<file path="config.mk">
export PLATFORM = sky130hd
export DESIGN_NAME = mem_allocator
export DESIGN_NICKNAME = d
export VERILOG_FILES = /design/src/rtl/mem_allocator_pkg.sv /design/src/rtl/mem_allocator.sv
export SDC_FILE = /design/constraint.sdc
export NUM_CORES = 1
export LEC_CHECK = 0
export BUFFER_PORTS_ARGS = -buffer_cell sky130_fd_sc_hd__buf_2
export CAP_MARGIN = 20
export CORE_ASPECT_RATIO = 0.9
export CORE_MARGIN = 2
export CORE_UTILIZATION = 43
export DETAILED_ROUTE_END_ITERATION = 8
export GPL_TIMING_DRIVEN = 0
export PLACE_DENSITY = 0.69
export SYNTH_ARGS = -nofsm -noshare
export SYNTH_HDL_FRONTEND = slang
export SYNTH_SLANG_ARGS = --single-unit
</file>
<file path="constraint.sdc">
create_clock -name clk_in -period 4 [get_ports clk_in]
set_clock_uncertainty 0.05 [all_clocks]
set_input_delay 0.8 -clock clk_in [delete_from_list [all_inputs] [get_ports clk_in]]
set_output_delay 0.8 -clock clk_in [all_outputs]
set_load 0.005 [all_outputs]
</file>
<file path="src/rtl/mem_allocator_pkg.sv">
// Shared widths, state encoding and IO region default for the memory allocator.
package mem_allocator_pkg;

   localparam int AddrWidth      = 32;
   localparam int WordWidth      = 32;
   localparam int WordBytesWidth = 3;   // holds 0..4: byte count of a word access

   localparam logic [1:0] IO_HI_ADDR_DEF = 2'b11;

   typedef enum logic [2:0] {
      ST_IDLE,
      ST_READ,
      ST_WRITE,
      ST_WAIT_IO,
      ST_FETCH
   } state_t;

endpackage

</file>
<file path="src/rtl/mem_allocator.sv">
// Arbitrates load/store and fetch requests and serialises each access onto
// the 8-bit RAM/IO bus, one byte per cycle.
module mem_allocator
   import mem_allocator_pkg::*;
#(
   parameter logic [1:0] IoHiAddr = IO_HI_ADDR_DEF
) (
   input  logic                 clk_in,
   input  logic                 rst_in,
   input  logic                 rdy_in,
   input  logic                 clear_branch_in,
   input  logic                 lsb_to_alloc_r_en_in,
   input  logic                 lsb_to_alloc_w_en_in,
   input  logic [AddrWidth-1:0] lsb_a_in,
   input  logic [1:0]           lsb_r_offset_in,
   input  logic [1:0]           lsb_w_offset_in,
   input  logic [WordWidth-1:0] lsb_d_in,
   output logic                 alloc_to_lsb_r_gr_out,
   output logic                 alloc_to_lsb_w_gr_out,
   output logic                 alloc_to_lsb_r_en_out,
   output logic                 alloc_to_lsb_w_en_out,
   output logic [WordWidth-1:0] lsb_d_out,
   input  logic                 if_to_alloc_en_in,
   input  logic [AddrWidth-1:0] if_a_in,
   output logic                 alloc_to_if_gr_out,
   output logic                 alloc_to_if_en_out,
   output logic [WordWidth-1:0] if_d_out,
   input  logic [7:0]           mem_din,
   output logic [7:0]           mem_dout,
   output logic [AddrWidth-1:0] mem_a,
   output logic                 mem_wr,
   input  logic                 io_buffer_full
);

   state_t                    state, state_nxt;
   logic [WordBytesWidth-1:0] cnt, len;
   logic [AddrWidth-1:0]      base;
   logic [WordWidth-1:0]      data, rd_merge;
   logic [1:0]                rd_idx;
   logic                      take_w, take_r, take_if, fin, is_io, issue;
   logic                      r_gr, w_gr, if_gr, r_done, w_done, if_done;
   logic [WordWidth-1:0]      lsb_d, if_d;

   assign is_io  = (lsb_a_in[17:16] == IoHiAddr);
   // In a read, the byte arriving now was addressed one cycle earlier.
   assign rd_idx = cnt[1:0] - 2'd1;

   // State register; rdy_in low freezes it.
   always_ff @(posedge clk_in) begin
      if (rst_in)
         state <= ST_IDLE;
      else if (rdy_in)
         state <= state_nxt;
   end

   // Next state, arbitration (store > load > fetch) and completion detect.
   always_comb begin
      state_nxt = state;
      take_w    = 1'b0;
      take_r    = 1'b0;
      take_if   = 1'b0;
      fin       = 1'b0;
      case (state)
         ST_IDLE: begin
            if (lsb_to_alloc_w_en_in) begin
               take_w    = 1'b1;
               state_nxt = (is_io && io_buffer_full) ? ST_WAIT_IO : ST_WRITE;
            end else if (lsb_to_alloc_r_en_in) begin
               take_r    = 1'b1;
               state_nxt = ST_READ;
            end else if (if_to_alloc_en_in && !clear_branch_in) begin
               take_if   = 1'b1;
               state_nxt = ST_FETCH;
            end
         end
         ST_WAIT_IO: begin
            if (!io_buffer_full)
               state_nxt = ST_WRITE;
         end
         ST_WRITE: begin
            if (cnt == len - 3'd1) begin
               fin       = 1'b1;
               state_nxt = ST_IDLE;
            end
         end
         ST_READ: begin
            if (cnt == len) begin
               fin       = 1'b1;
               state_nxt = ST_IDLE;
            end
         end
         ST_FETCH: begin
            // A flush kills the fetch outright; no done pulse follows.
            if (clear_branch_in) begin
               state_nxt = ST_IDLE;
            end else if (cnt == len) begin
               fin       = 1'b1;
               state_nxt = ST_IDLE;
            end
         end
         default: state_nxt = ST_IDLE;
      endcase
   end

   // Read data with the byte currently on mem_din merged in.
   always_comb begin
      rd_merge = data;
      if (cnt != '0)
         rd_merge[{rd_idx, 3'b000} +: 8] = mem_din;
   end

   // Datapath: request capture, byte counter, read assembly, pulses.
   always_ff @(posedge clk_in) begin
      if (rst_in) begin
         cnt     <= '0;
         len     <= '0;
         base    <= '0;
         data    <= '0;
         r_gr    <= 1'b0;
         w_gr    <= 1'b0;
         if_gr   <= 1'b0;
         r_done  <= 1'b0;
         w_done  <= 1'b0;
         if_done <= 1'b0;
         lsb_d   <= '0;
         if_d    <= '0;
      end else if (rdy_in) begin
         r_gr    <= 1'b0;
         w_gr    <= 1'b0;
         if_gr   <= 1'b0;
         r_done  <= 1'b0;
         w_done  <= 1'b0;
         if_done <= 1'b0;
         case (state)
            ST_IDLE: begin
               cnt <= '0;
               if (take_w) begin
                  base <= lsb_a_in;
                  len  <= {1'b0, lsb_w_offset_in} + 3'd1;
                  data <= lsb_d_in;
                  w_gr <= 1'b1;
               end else if (take_r) begin
                  base <= lsb_a_in;
                  len  <= {1'b0, lsb_r_offset_in} + 3'd1;
                  data <= '0;
                  r_gr <= 1'b1;
               end else if (take_if) begin
                  base  <= if_a_in;
                  len   <= 3'd4;
                  data  <= '0;
                  if_gr <= 1'b1;
               end
            end
            ST_READ, ST_FETCH: begin
               cnt  <= cnt + 3'd1;
               data <= rd_merge;
               if (fin) begin
                  if (state == ST_READ) begin
                     r_done <= 1'b1;
                     lsb_d  <= rd_merge;
                  end else begin
                     if_done <= 1'b1;
                     if_d    <= rd_merge;
                  end
               end
            end
            ST_WRITE: begin
               cnt <= cnt + 3'd1;
               if (fin)
                  w_done <= 1'b1;
            end
            default: ;
         endcase
      end
   end

   // Bus drive: address only while a byte is actually being moved.
   always_comb begin
      issue = ((state == ST_READ || state == ST_FETCH) && cnt < len) ||
              (state == ST_WRITE);
      mem_a    = issue ? base + {{(AddrWidth-WordBytesWidth){1'b0}}, cnt} : '0;
      mem_wr   = rdy_in && (state == ST_WRITE);
      mem_dout = (state == ST_WRITE) ? data[{cnt[1:0], 3'b000} +: 8] : 8'h00;
   end

   assign alloc_to_lsb_r_gr_out = r_gr;
   assign alloc_to_lsb_w_gr_out = w_gr;
   assign alloc_to_lsb_r_en_out = r_done;
   assign alloc_to_lsb_w_en_out = w_done;
   assign alloc_to_if_gr_out    = if_gr;
   assign alloc_to_if_en_out    = if_done;
   assign lsb_d_out             = lsb_d;
   assign if_d_out              = if_d;

endmodule

</file>
==> run summary, run 1 <==
The critical path goes through buf_4 -> inv_1 -> fa_1 -> nand2b_2 -> a211oi_4 -> nand4_1 -> xor2_1 -> nor2_1 -> buf_2. The floorplan step defined a die boundary enclosing 18200 um^2. The data arrival at the endpoint of the critical path came out at ~3 ns. The flow ran to the end, and the final reports show no timing, DRC or antenna violations. Leaving out fill and tap cells, the most frequent cells in the layout are 243 x sky130_fd_sc_hd__buf_2, 183 x sky130_fd_sc_hd__nor2_1, 142 x sky130_fd_sc_hd__dfxtp_1. The post-route minimum period is between 3 and 4 ns. The number of top-level pins is ~230.

The cell leakage power came out at 4.05 nW. The global routing usage summed across all routing layers came out at about a quarter. The count of nets after finishing is between 1000 and 1500. The routed length per placed instance came out at about 18 um. The setup violation total in the final timing report is 0. The synthesized flop and latch total is around 140. In this run the worst path has a maximum fanout of 10. The highest clock frequency the design can meet came out at approximately 0.26 GHz. The worst hold-check slack came out at ~0.41 ns. Input and output buffers added on the ports amount to around 220.

The clock transition at the registers of the reported paths came out at approximately 0.060 ns. The DRC marker count from the first detailed-route iteration is about 520. The count of unique library cells instantiated by Yosys is 55. On the worst path, the slowest cell contributes a delay of between 0.4 and 0.5 ns. The final weighted congestion in routability-driven placement is ~0.94. The detailed-routing iteration count for the pre-antenna-repair pass came out at 5. The largest area contributor in the netlist is sky130_fd_sc_hd__dfxtp_1.

The instance area at placement came out at slightly below 9000 um^2. Synthesis produced approximately 860 cells. The final clock period utilization by the worst path came out at around 96%.

The total vias in the final route is about 7500. The max-slew violation count is 0. The number of diodes is 0. Summed over its instances, the top area cell type makes up approximately two fifths of the synthesized netlist area. The deepest level of the CTS H-tree came out at 4. The longest clock path from root to sink contains 2 buffers. Setup repair after global routing left no endpoint under its margin. After routing the design area is ~9400 um^2. The Yosys warning count came out at 0. The cell at the root of the clock tree is sky130_fd_sc_hd__clkbuf_16. The clock insertion delay at the later pin of the skew report came out at roughly 0.43 ns.

The net count after synthesis is just under 1000. The element type at the critical path end is an output pin. TritonCTS built the clock tree. The starting utilization of the core area came out at between 40% and 50%. The post-synthesis sequential area ratio is around 39%. After detailed routing, the number of vias per cell comes to 5.63. Entering global routing, the biggest net connects 17 pins. The hold violation count in the final report is 0. The worst hold path belongs to the class flip-flop to flip-flop. The number of antenna violations at the first check in global routing was 0. The first global-routing pass estimated approximately 37 mm of wire. Leaving out fill and tap cells, the most frequent cell in the layout is sky130_fd_sc_hd__buf_2. The TritonCTS buffer count came out at 17. The actual transition at the worst max-transition pin came out at 0.798 ns. By area the synthesized netlist is led by sky130_fd_sc_hd__dfxtp_1 39%, sky130_fd_sc_hd__a211oi_1 11%, sky130_fd_sc_hd__nor2_1 9.3%, sky130_fd_sc_hd__mux2i_1 4.6%, sky130_fd_sc_hd__o211a_1 3.3%. The worst IR drop on VDD is about 0.00038 V.

Detailed placement finished with a half-perimeter wire length of between 15 and 20 mm. Clock tree synthesis found a total of between 100 and 150 sinks. The ratio of cells with drive above 1 in the final layout is 27.3%. The power per cell area is approximately 440 nW/um^2. Among all stages on the critical path, the largest delay is contributed by sky130_fd_sc_hd__fa_1. The worst setup path is launched from a flip-flop. The required arrival time at the worst endpoint came out at between 3 and 4 ns. The number of enable flip-flop cells after synthesis came out at 0. In this run the core area contains 45 standard-cell rows. Averaged over all synthesized cells, the footprint is roughly 8.5 um^2. The total area inside the core boundary comes to between 15000 and 20000 um^2. Global routing finished with a remaining overflow of 0. After synthesis the cells add up to 7360 um^2. The critical path in this run is classified as flip-flop to output pin. The die is between 100 and 150 um tall. The total of max-cap violations is 0. Headroom to the max-slew limit came out at ~47%. The area overhead of the layout relative to synthesis came out at 28.1%.

The via count of the first global-routing pass is between 6000 and 7000. Counting flops with an async set or reset pin after synthesis yields a share of 0%. The leading register cell type out of synthesis is sky130_fd_sc_hd__dfxtp_1.

In the routed design, unresolved DRC markers number 0. The final antenna-violating net count came out at 0. The setup total negative slack is 0 ns. The total wire length is ~24 mm.

Buffers inserted to repair hold after CTS numbered 0. The die is around 140 um wide.
sequential cells by signal (all words and copies together) (netlist names):
| signal | count |
|---|---|
| cnt | 3 |
| alloc_to_lsb_w_gr_out | 1 |
| data | 32 |
| base | 32 |
| state | 3 |
| alloc_to_lsb_r_gr_out | 1 |
| len | 3 |
| alloc_to_if_gr_out | 1 |
| alloc_to_lsb_w_en_out | 1 |
| lsb_d_out | 32 |
| if_d_out | 32 |
| alloc_to_if_en_out | 1 |
| alloc_to_lsb_r_en_out | 1 |
power by group:
part / leakage, nW / internal, W / switching (W)
sequential: 1.17 / 0.00154 / 0.000109
combinational: 2.57 / 0.000339 / 0.000468
clock: 0.313 / 0.00102 / 0.000719
metal layers:
layer	GRT usage (%)	share of wire (%)	vias up
li1	-	-	3617
met1	38.4	48	3537
met2	38.7	43	312
met3	4.93	7.3	28
met4	8.94	1.8	0
met5	0	0	-
cell usage after synthesis (2+ instances only):
master and count:
sky130_fd_sc_hd__a32oi_1 8, sky130_fd_sc_hd__a211oi_1 108, sky130_fd_sc_hd__a21o_1 2, sky130_fd_sc_hd__nand4_1 10, sky130_fd_sc_hd__and4_1 2, sky130_fd_sc_hd__buf_4 4
sky130_fd_sc_hd__nor2b_1 6, sky130_fd_sc_hd__nand2_1 51, sky130_fd_sc_hd__and2_1 9, sky130_fd_sc_hd__inv_1 14, sky130_fd_sc_hd__xor2_1 18, sky130_fd_sc_hd__clkbuf_1 37
sky130_fd_sc_hd__ha_1 15, sky130_fd_sc_hd__buf_2 19, sky130_fd_sc_hd__dfxtp_1 143, sky130_fd_sc_hd__mux4_2 8, sky130_fd_sc_hd__or3_2 2, sky130_fd_sc_hd__or3_1 3
sky130_fd_sc_hd__a21oi_1 18, sky130_fd_sc_hd__buf_1 8, sky130_fd_sc_hd__nand3b_1 2, sky130_fd_sc_hd__nand2b_1 6, sky130_fd_sc_hd__o211a_1 24, sky130_fd_sc_hd__o21ai_0 7
sky130_fd_sc_hd__nor3_1 40, sky130_fd_sc_hd__o311a_1 3, sky130_fd_sc_hd__o221ai_1 2, sky130_fd_sc_hd__nor4_1 6, sky130_fd_sc_hd__xnor2_1 9, sky130_fd_sc_hd__nand3_1 10
sky130_fd_sc_hd__mux2i_1 34, sky130_fd_sc_hd__a22oi_1 26, sky130_fd_sc_hd__nor2_1 183, sky130_fd_sc_hd__and3_1 5
cells by family (layout without fill, tap and decap cells):
kind of cell,after synthesis,after routing,synth area share (%)
AO/OA/AOI/OAI,205,205,21.3
XOR/XNOR,28,28,3.54
adder cells (fa/ha/maj),16,16,2.82
buffers and inverters,85,342,5.12
flip-flops,143,143,38.9
multiplexers,42,42,7.07
AND/OR/NAND/NOR,344,344,21.3
layout make-up:
class,instances,area [um^2]
flip-flops and latches,143,2860
clock buffers,17,425
inverters,14,52.6
well taps,211,264
multi-input cells,635,4150
plain buffers,71,328
repair buffers,225,1130
clock inverters,15,216
fillers,1645,7410
stage by stage:
step / power, W / utilization, % / setup WS (ns) / instances
final: 0.00419 / 56.0 / 0.158 / 1331
after global routing: 0.00436 / 56.0 / 0.0209 / 1331
after CTS: 0.00420 / 56.0 / 0.0478 / 1331
after detailed placement: 0.00247 / 51.9 / -0.175 / 1298
after global placement: 0.00245 / 51.9 / -0.127 / 1298
after floorplan: 0.00218 / - / 0.580 / 863
critical path, delay by kind of cell, from the launching register on:
| family | cells | cell delay (ns) |
|---|---|---|
| buf+inv | 3 | 0.51 |
| flops | 1 | 0.43 |
| compound gates | 1 | 0.39 |
| xor+xnor | 1 | 0.17 |
| simple gates | 3 | 0.59 |
| fa+ha+maj | 1 | 0.48 |
worst paths after layout:
kind	start	to	slack, ns	depth (start not counted)
setup reg to reg	cnt[0]	if_d_out[16]	0.94	9
setup / recovery	cnt[1]	mem_a[30]	0.16	9
hold / removal	alloc_to_if_gr_out	alloc_to_if_gr_out	0.41	2
hold reg to reg	alloc_to_if_gr_out	alloc_to_if_gr_out	0.41	2
repair_timing:
action / in CTS / in global routing
pin swaps: 1 / 0
buffers inserted: 1 / 0
endpoints found under the setup margin: 11 / 11
gates resized for setup: 5 / 4
Power figures use the tool's default switching activity.
==> run 2: changes to the inputs <==
- CTS_BUF_LIST: unset -> sky130_fd_sc_hd__clkbuf_8
==> run 2 against run 1 <==
Net effect: via count down 0.29%; fmax up 0.19%; die area unchanged; count of clock-buffer cells in the layout unchanged; routed wire length down 1.2%; setup slack better by 0.0072 ns; non-clock buffer count unchanged; largest power group is now sequential cells.
==> run summary, run 2 (synthesis gave the netlist of run 1 again) <==
The hold violation count in the final report was 0. Global routing used about a quarter of the available tracks. In this run the critical register-to-register path is launched from cnt[0].

The highest clock frequency the design can meet came out at between 0.2 and 0.3 GHz. The clock insertion delay at the later pin of the skew report is 0.46 ns. The final clock period utilization by the worst path is ~96%.

The final weighted congestion in routability-driven placement is ~0.94. Setup repair after global routing left no endpoint under its margin. The number of antenna violations at the first check in global routing was 0.

The worst setup path is captured at an output pin. Data on the critical path arrives at its endpoint at 2.98 ns. The most critical setup path has its endpoint at mem_a[20]. In the routed design, unresolved DRC markers number 0. The via count of the first global-routing pass came out at ~6700. The core footprint came out at roughly 17000 um^2. The fill cell total of the finished layout is between 1500 and 2000. The actual transition at the worst max-transition pin came out at just over 0.8 ns. The area of the die is about 18000 um^2. The worst register-to-register path has a setup slack of between 1 and 1.5 ns. Once the floorplan was initialized, standard cells occupied between 40 and 50% of the core. Along the worst path, the maximum fanout reaches 10. The total power came out at around 0.0038 W. The via density per instance came out at approximately 5.6. The maximum number of pins on one net before global-route repair came out at 17. Summing all flip-flop and latch instances after layout gives 2870 um^2.

The critical path goes through buf_4 -> inv_1 -> fa_1 -> nand2b_2 -> a2111oi_4 -> buf_4 -> nand3_1 -> xor2_1 -> nor2_1 -> buf_2. In this run the deepest clock path goes through 2 buffers. Max-cap violations in this run came to 0. The relative slew slack came out at a little under half. The number of diodes came out at 0.

In this run the tool buffered the top-level ports with ~220 buffer cells. The post-route minimum period is between 3 and 4 ns. Summing all multi-input logic gate instances after layout gives 4150 um^2. The max-slew violation count is 0. The first-pass GRT wire length is between 30 and 40 mm. The deepest level of the CTS H-tree is 4. The setup path with the least slack is of type flip-flop to output pin. By instance count, the cell type seen most on the critical path is sky130_fd_sc_hd__buf_4.

The largest individual stage delay along the critical path comes from the cell sky130_fd_sc_hd__fa_1. The sum of overflow across all layers after global routing is 0. The total vias in the final route came out at ~7500. The clock transition at the registers of the reported paths came out at roughly 0.080 ns.

The area overhead of the layout relative to synthesis is 25.5%. The worst IR drop on VDD is ~0.00024 V. The cell at the root of the clock tree is sky130_fd_sc_hd__clkbuf_8.

The total wire length came out at 23.8 mm. between 200 and 250 I/O pins were placed. The detailed-routing iteration count for the pre-antenna-repair pass is 5. The type of the tightest min-delay check is flip-flop to flip-flop. The library cell used most frequently in the layout, excluding fill and tap cells, is sky130_fd_sc_hd__buf_2.

The post-placement setup slack came out at -0.175 ns. The library cells used most frequently in the layout, excluding fill and tap cells, are 243 x sky130_fd_sc_hd__buf_2, 183 x sky130_fd_sc_hd__nor2_1, 141 x sky130_fd_sc_hd__dfxtp_1. The power per cell area is around 400 nW/um^2. STA classifies the critical path startpoint as a flip-flop. The cell count of the worst reg-to-reg path came out at 9. Measured along the x axis, the die boundary spans ~140 um. In this run, CTS created clock tree buffers numbering 17. Setup violations remaining at the end of the flow were counted as 0. The count of nets after finishing came out at between 1000 and 1500. The half-perimeter wire length of the detailed placement result came out at 17.9 mm. The delay of the slowest cell on the worst path is about 0.48 ns. The number of hold buffers added after cts came out at 0. The cell leakage power is ~4.0 nW. The endpoint identified for the worst register-to-register timing path is if_d_out[16]. The routed length per placed instance is approximately 18 um.

The ratio of cells with drive above 1 in the final layout came out at a little over a quarter. The launch point of the worst path is cnt[1]. The DRC marker count from the first detailed-route iteration is a little under 500. The setup slack after layout is 0.165 ns. The detail route stage leaves a number of antenna-violating nets equal to 0. The run finished with clean final reports. The die outline height came out at between 100 and 150 um. The count of standard-cell rows came out at 45. The required arrival time at the worst endpoint is about 3.2 ns. The clock sink count is roughly 140.

TritonCTS built the clock tree.
[run 2: worst max-delay path: cells and delay by family (launching register included)]
family / cells / cell delay (ns)
buffers and inverters: 4 / 0.67
adders and majority gates: 1 / 0.48
and+or+nand+nor: 3 / 0.48
DFF: 1 / 0.41
AOI/OAI and AO/OA: 1 / 0.33
xor gates and xnor gates: 1 / 0.16
[run 2: area by class of cell]
type / count / share of cell area, %
buffer: 71 / 3.55
clock buffer: 17 / 2.53
clock inverter: 15 / 2.34
inverter: 14 / 0.569
multi-input combinational: 635 / 44.9
sequential: 143 / 31.0
tap: 211 / 2.86
timing repair buffer: 225 / 12.2
[run 2: stage by stage]
stage	instances	area (um^2)	hold slack (ns)	TNS [ns]	util [%]
finish	1331	9240	0.416	0	54.9
global route	1331	9240	0.439	0	54.9
CTS	1331	9230	0.418	0	54.8
detailed placement	1298	8740	0.405	-0.962	51.9
global placement	1298	8740	0.400	-0.643	51.9
floorplan	863	7360	0.407	0	-
[run 2: per-layer routing]
layer  up-vias  track usage (%)  share of wire [%]
li1       3625                -                  -
met1      3506             38.4                 48
met4         0             7.76                1.9
met5         -                0                  0
met3        32             5.01                6.8
met2       309             38.2                 43
[run 2: repair_timing]
action                                  4_1_cts  5_1_grt
buffers inserted                              1        0
endpoints found under the setup margin       11       11
gates cloned                                  0        0
gates resized for setup                       5        6
pin swaps                                     1        0
hold endpoints to repair                      0        0
[run 2: how the worst min path moves through the flow]
stage	from	endpoint	slack, ns	depth (start not counted)
global placement	alloc_to_if_gr_out	alloc_to_if_gr_out	0.40	2
global route	alloc_to_if_gr_out	alloc_to_if_gr_out	0.44	2
finish	alloc_to_if_gr_out	alloc_to_if_gr_out	0.42	2
floorplan	alloc_to_if_gr_out	alloc_to_if_gr_out	0.41	2
CTS	alloc_to_if_gr_out	alloc_to_if_gr_out	0.42	2
detailed placement	alloc_to_if_gr_out	alloc_to_if_gr_out	0.41	2
[run 2: power by group]
part	switching, W	internal (W)
registers	0.000107	0.00153
logic	0.000465	0.000339
clock network	0.000667	0.000655
==> run 3: changes to the inputs <==
- PLACE_DENSITY: 0.69 -> 0.72
==> run 3 against run 2 <==
Net effect: non-clock buffer count up 1; setup slack gained 0.064 ns; global-route usage increased by 0.13 points; hold slack worse by 0.00052 ns; count of clock-buffer cells in the layout unchanged; first-iteration DRC count rose by 20%; fmax grew 1.7%; routed wire length decreased by 0.44%; critical path type unchanged; power shrank 3.1%; register-to-register slack got worse by 0.03 ns; final cell count about the same.
==> run summary, run 3 (synthesis gave the netlist of run 1 again) <==
The total vias in the final route is approximately 7500. The top cell types in the final layout, fill and taps aside, are 243 x sky130_fd_sc_hd__buf_2, 183 x sky130_fd_sc_hd__nor2_1, 141 x sky130_fd_sc_hd__dfxtp_1. After detailed routing, the average wire length per cell comes to around 18 um.

The analysis attributes to net switching a power of 0.00125 W. The flow ran to the end, and the final reports show no timing, DRC or antenna violations. The setup total negative slack came out at 0 ns. The via density per instance is about 5.7. The count of standard-cell rows is 45.

The number of cells on the worst reg-to-reg path is 9. The instance area at placement is roughly 8700 um^2. The sum of overflow across all layers after global routing came out at 0. The area of the die came out at 18200 um^2. The count of nets after finishing is between 1000 and 1500.

At the later pin of the worst-skew pair, clock insertion delay measures roughly 0.46 ns. The floorplan step set the die width to roughly 140 um. The library cell used most frequently in the layout, excluding fill and tap cells, is sky130_fd_sc_hd__buf_2. The path with the worst hold slack has its endpoint at alloc_to_if_gr_out. At the worst endpoint, the arrival time is 2.92 ns. The deepest level of the CTS H-tree came out at 4.

The residual DRC count came out at 0. The worst register-to-register path ends at if_d_out[22]. The half-perimeter wire length of the detailed placement result is 17.9 mm.

The share of total power in the clock network is between 30 and 40%. TritonCTS built the clock tree. The worst hold path passes through 2 cells. The worst hold path belongs to the class flip-flop to flip-flop. The required arrival time at the worst endpoint came out at between 3 and 4 ns. The internal reg-to-reg setup slack came out at around 1.0 ns. The detailed-routing iteration count for the pre-antenna-repair pass came out at 5. The maximum net fanout on the critical path came out at 10. The final weighted congestion in routability-driven placement came out at roughly 0.98. The first global-routing pass estimated roughly 37 mm of wire. The fraction of power consumed by sequential logic is roughly 45%. The clock sink count is between 100 and 150. The relative slew slack is between 50% and 60%. In this run the remaining antenna-violating nets after routing total 0. The number of cells in the finished layout apart from fillers is 1332. The power per cell area is 396 nW/um^2. The number of I/O port buffers came out at roughly 220. The cell leakage power is 3.95 nW.

The critical path goes through buf_4 -> inv_1 -> fa_1 -> nand2b_4 -> a2111oi_4 -> buf_4 -> nand4_1 -> xor2_1 -> nor2_1 -> buf_2. Across every metal layer, demand over resource in global routing totals around a quarter. The setup violation total in the final timing report came out at 0. The setup slack after layout came out at 0.229 ns. In this run switching power makes up approximately a third of total power. STA classifies the critical path endpoint as an output pin. The core footprint came out at around 17000 um^2. Max-cap violations in this run came to 0. The design draws between 0.003 and 0.004 W. The final design area excluding fillers came out at 9200 um^2. The number of top-level pins came out at 227. The max-slew violation count is 0. The critical path is of the flip-flop to output pin type. The die outline height is around 130 um. The DRC marker count from the first detailed-route iteration came out at 594. Cell internal power was estimated by the tool at between 0.002 and 0.0025 W. OpenSTA, run right after detailed placement, puts the worst setup slack at -0.173 ns. The final clock period utilization by the worst path came out at roughly 94%. The layout has between 1500 and 2000 filler cells. The cell at the root of the clock tree is sky130_fd_sc_hd__clkbuf_8. STA classifies the critical path startpoint as a flip-flop. The buffer and inverter count on the worst path is 4.

Counting tap cells, the placed design contains a total of between 1000 and 1500 instances. The ratio of cells with drive above 1 in the final layout came out at a little over a quarter. The hold violation count in the final report came out at 0. The repair_antennas step left the layout with diodes totalling 0.

The TritonCTS buffer count came out at 17. Setup repair after global routing left no endpoint under its margin. The number of antenna violations at the first check in global routing came out at 0. After clock tree synthesis, the clock-pin slew on the worst setup and hold paths is roughly 0.090 ns. The maximum number of pins on one net before global-route repair came out at 17. The worst register-to-register path begins at cnt[0]. The post-route minimum period came out at about 3.8 ns. The starting utilization of the core area is between 40% and 50%. The actual transition at the worst max-transition pin is 0.739 ns. The via count of the first global-routing pass was ~6900. The number of hold buffers added after cts is 0. The portion of total power attributed to combinational logic is approximately 22%. The longest clock path from root to sink contains 2 buffers. The kind of cell with the highest combined delay along the critical path is buffers and inverters.

The worst IR drop on VDD is roughly 0.00024 V. The area overhead of the layout relative to synthesis came out at 25.0%. The delay of the slowest cell on the worst path is 0.49 ns.

Among all stages on the critical path, the largest delay is contributed by sky130_fd_sc_hd__fa_1. The total wire length is 23.7 mm. In this run the most critical hold path is launched from alloc_to_if_gr_out. By instance count, the cell type seen most on the critical path is sky130_fd_sc_hd__buf_4. The highest clock frequency the design can meet came out at 0.265 GHz.
run 3: cell types whose count changed in the layout (fill, tap and decap cells not counted):
cell | before | now
sky130_fd_sc_hd__inv_8 | 6 | 4
sky130_fd_sc_hd__clkinvlp_4 | 1 | 2
sky130_fd_sc_hd__nand2b_4 | 0 | 1
sky130_fd_sc_hd__inv_6 | 4 | 6
sky130_fd_sc_hd__nand2b_2 | 1 | 0
sky130_fd_sc_hd__buf_4 | 6 | 7
sky130_fd_sc_hd__bufinv_16 | 3 | 1
sky130_fd_sc_hd__clkinv_4 | 0 | 1
run 3: layout make-up:
cell class / count / area, um^2 / area share, %
inverter: 14 / 52.6 / 0.571
sequential: 143 / 2870 / 31.2
timing repair buffer: 226 / 1140 / 12.3
clock inverter: 15 / 168 / 1.82
buffer: 71 / 328 / 3.56
clock buffer: 17 / 234 / 2.54
multi-input combinational: 635 / 4150 / 45.1
tap: 211 / 264 / 2.87
run 3: power by group through the flow:
stage / clock (W) / combinational [W] / sequential (W)
after floorplan: 0 / 0.000533 / 0.00164
after global placement: 0 / 0.000782 / 0.00167
after detailed placement: 0 / 0.000792 / 0.00167
after CTS: 0.00121 / 0.000799 / 0.00164
after global routing: 0.00127 / 0.000895 / 0.00165
final: 0.00120 / 0.000807 / 0.00164
run 3: what timing repair did:
item | CTS | global route
pin swaps | 1 | 0
buffers inserted | 2 | 0
resized for setup | 6 | 5
endpoints found under the setup margin | 11 | 9
gates cloned | 0 | 0
run 3: metrics by stage:
step	hold slack [ns]	util [%]
finish	0.416	54.7
global route	0.452	54.7
CTS	0.421	54.6
detailed placement	0.407	51.9
floorplan	0.407	-
global placement	0.398	51.9
run 3: worst max path at each step:
| stage | startpoint | end | cells after the start |
|---|---|---|---|
| 2_1_floorplan | cnt[1] | mem_a[18] | 8 |
| 3_3_place_gp | cnt[1] | mem_a[14] | 9 |
| 3_5_place_dp | cnt[1] | mem_a[14] | 9 |
| 4_1_cts | cnt[1] | mem_a[14] | 10 |
| 5_1_grt | cnt[1] | mem_a[18] | 10 |
| 6_report | cnt[1] | mem_a[14] | 10 |
run 3: worst min-delay path, cell delays in order (launching register included):
cell                      delay (ns)
sky130_fd_sc_hd__dfxtp_1        0.32
sky130_fd_sc_hd__nand2_1        0.06
sky130_fd_sc_hd__a21oi_1        0.05
run 3: routing by layer:
layer / vias up / GRT usage [%] / wire length (um)
li1: 3618 / - / -
met1: 3511 / 36.8 / 10800
met2: 352 / 39.9 / 10300
met3: 48 / 5.30 / 2030
met4: 0 / 9.00 / 553
met5: - / 0 / 0
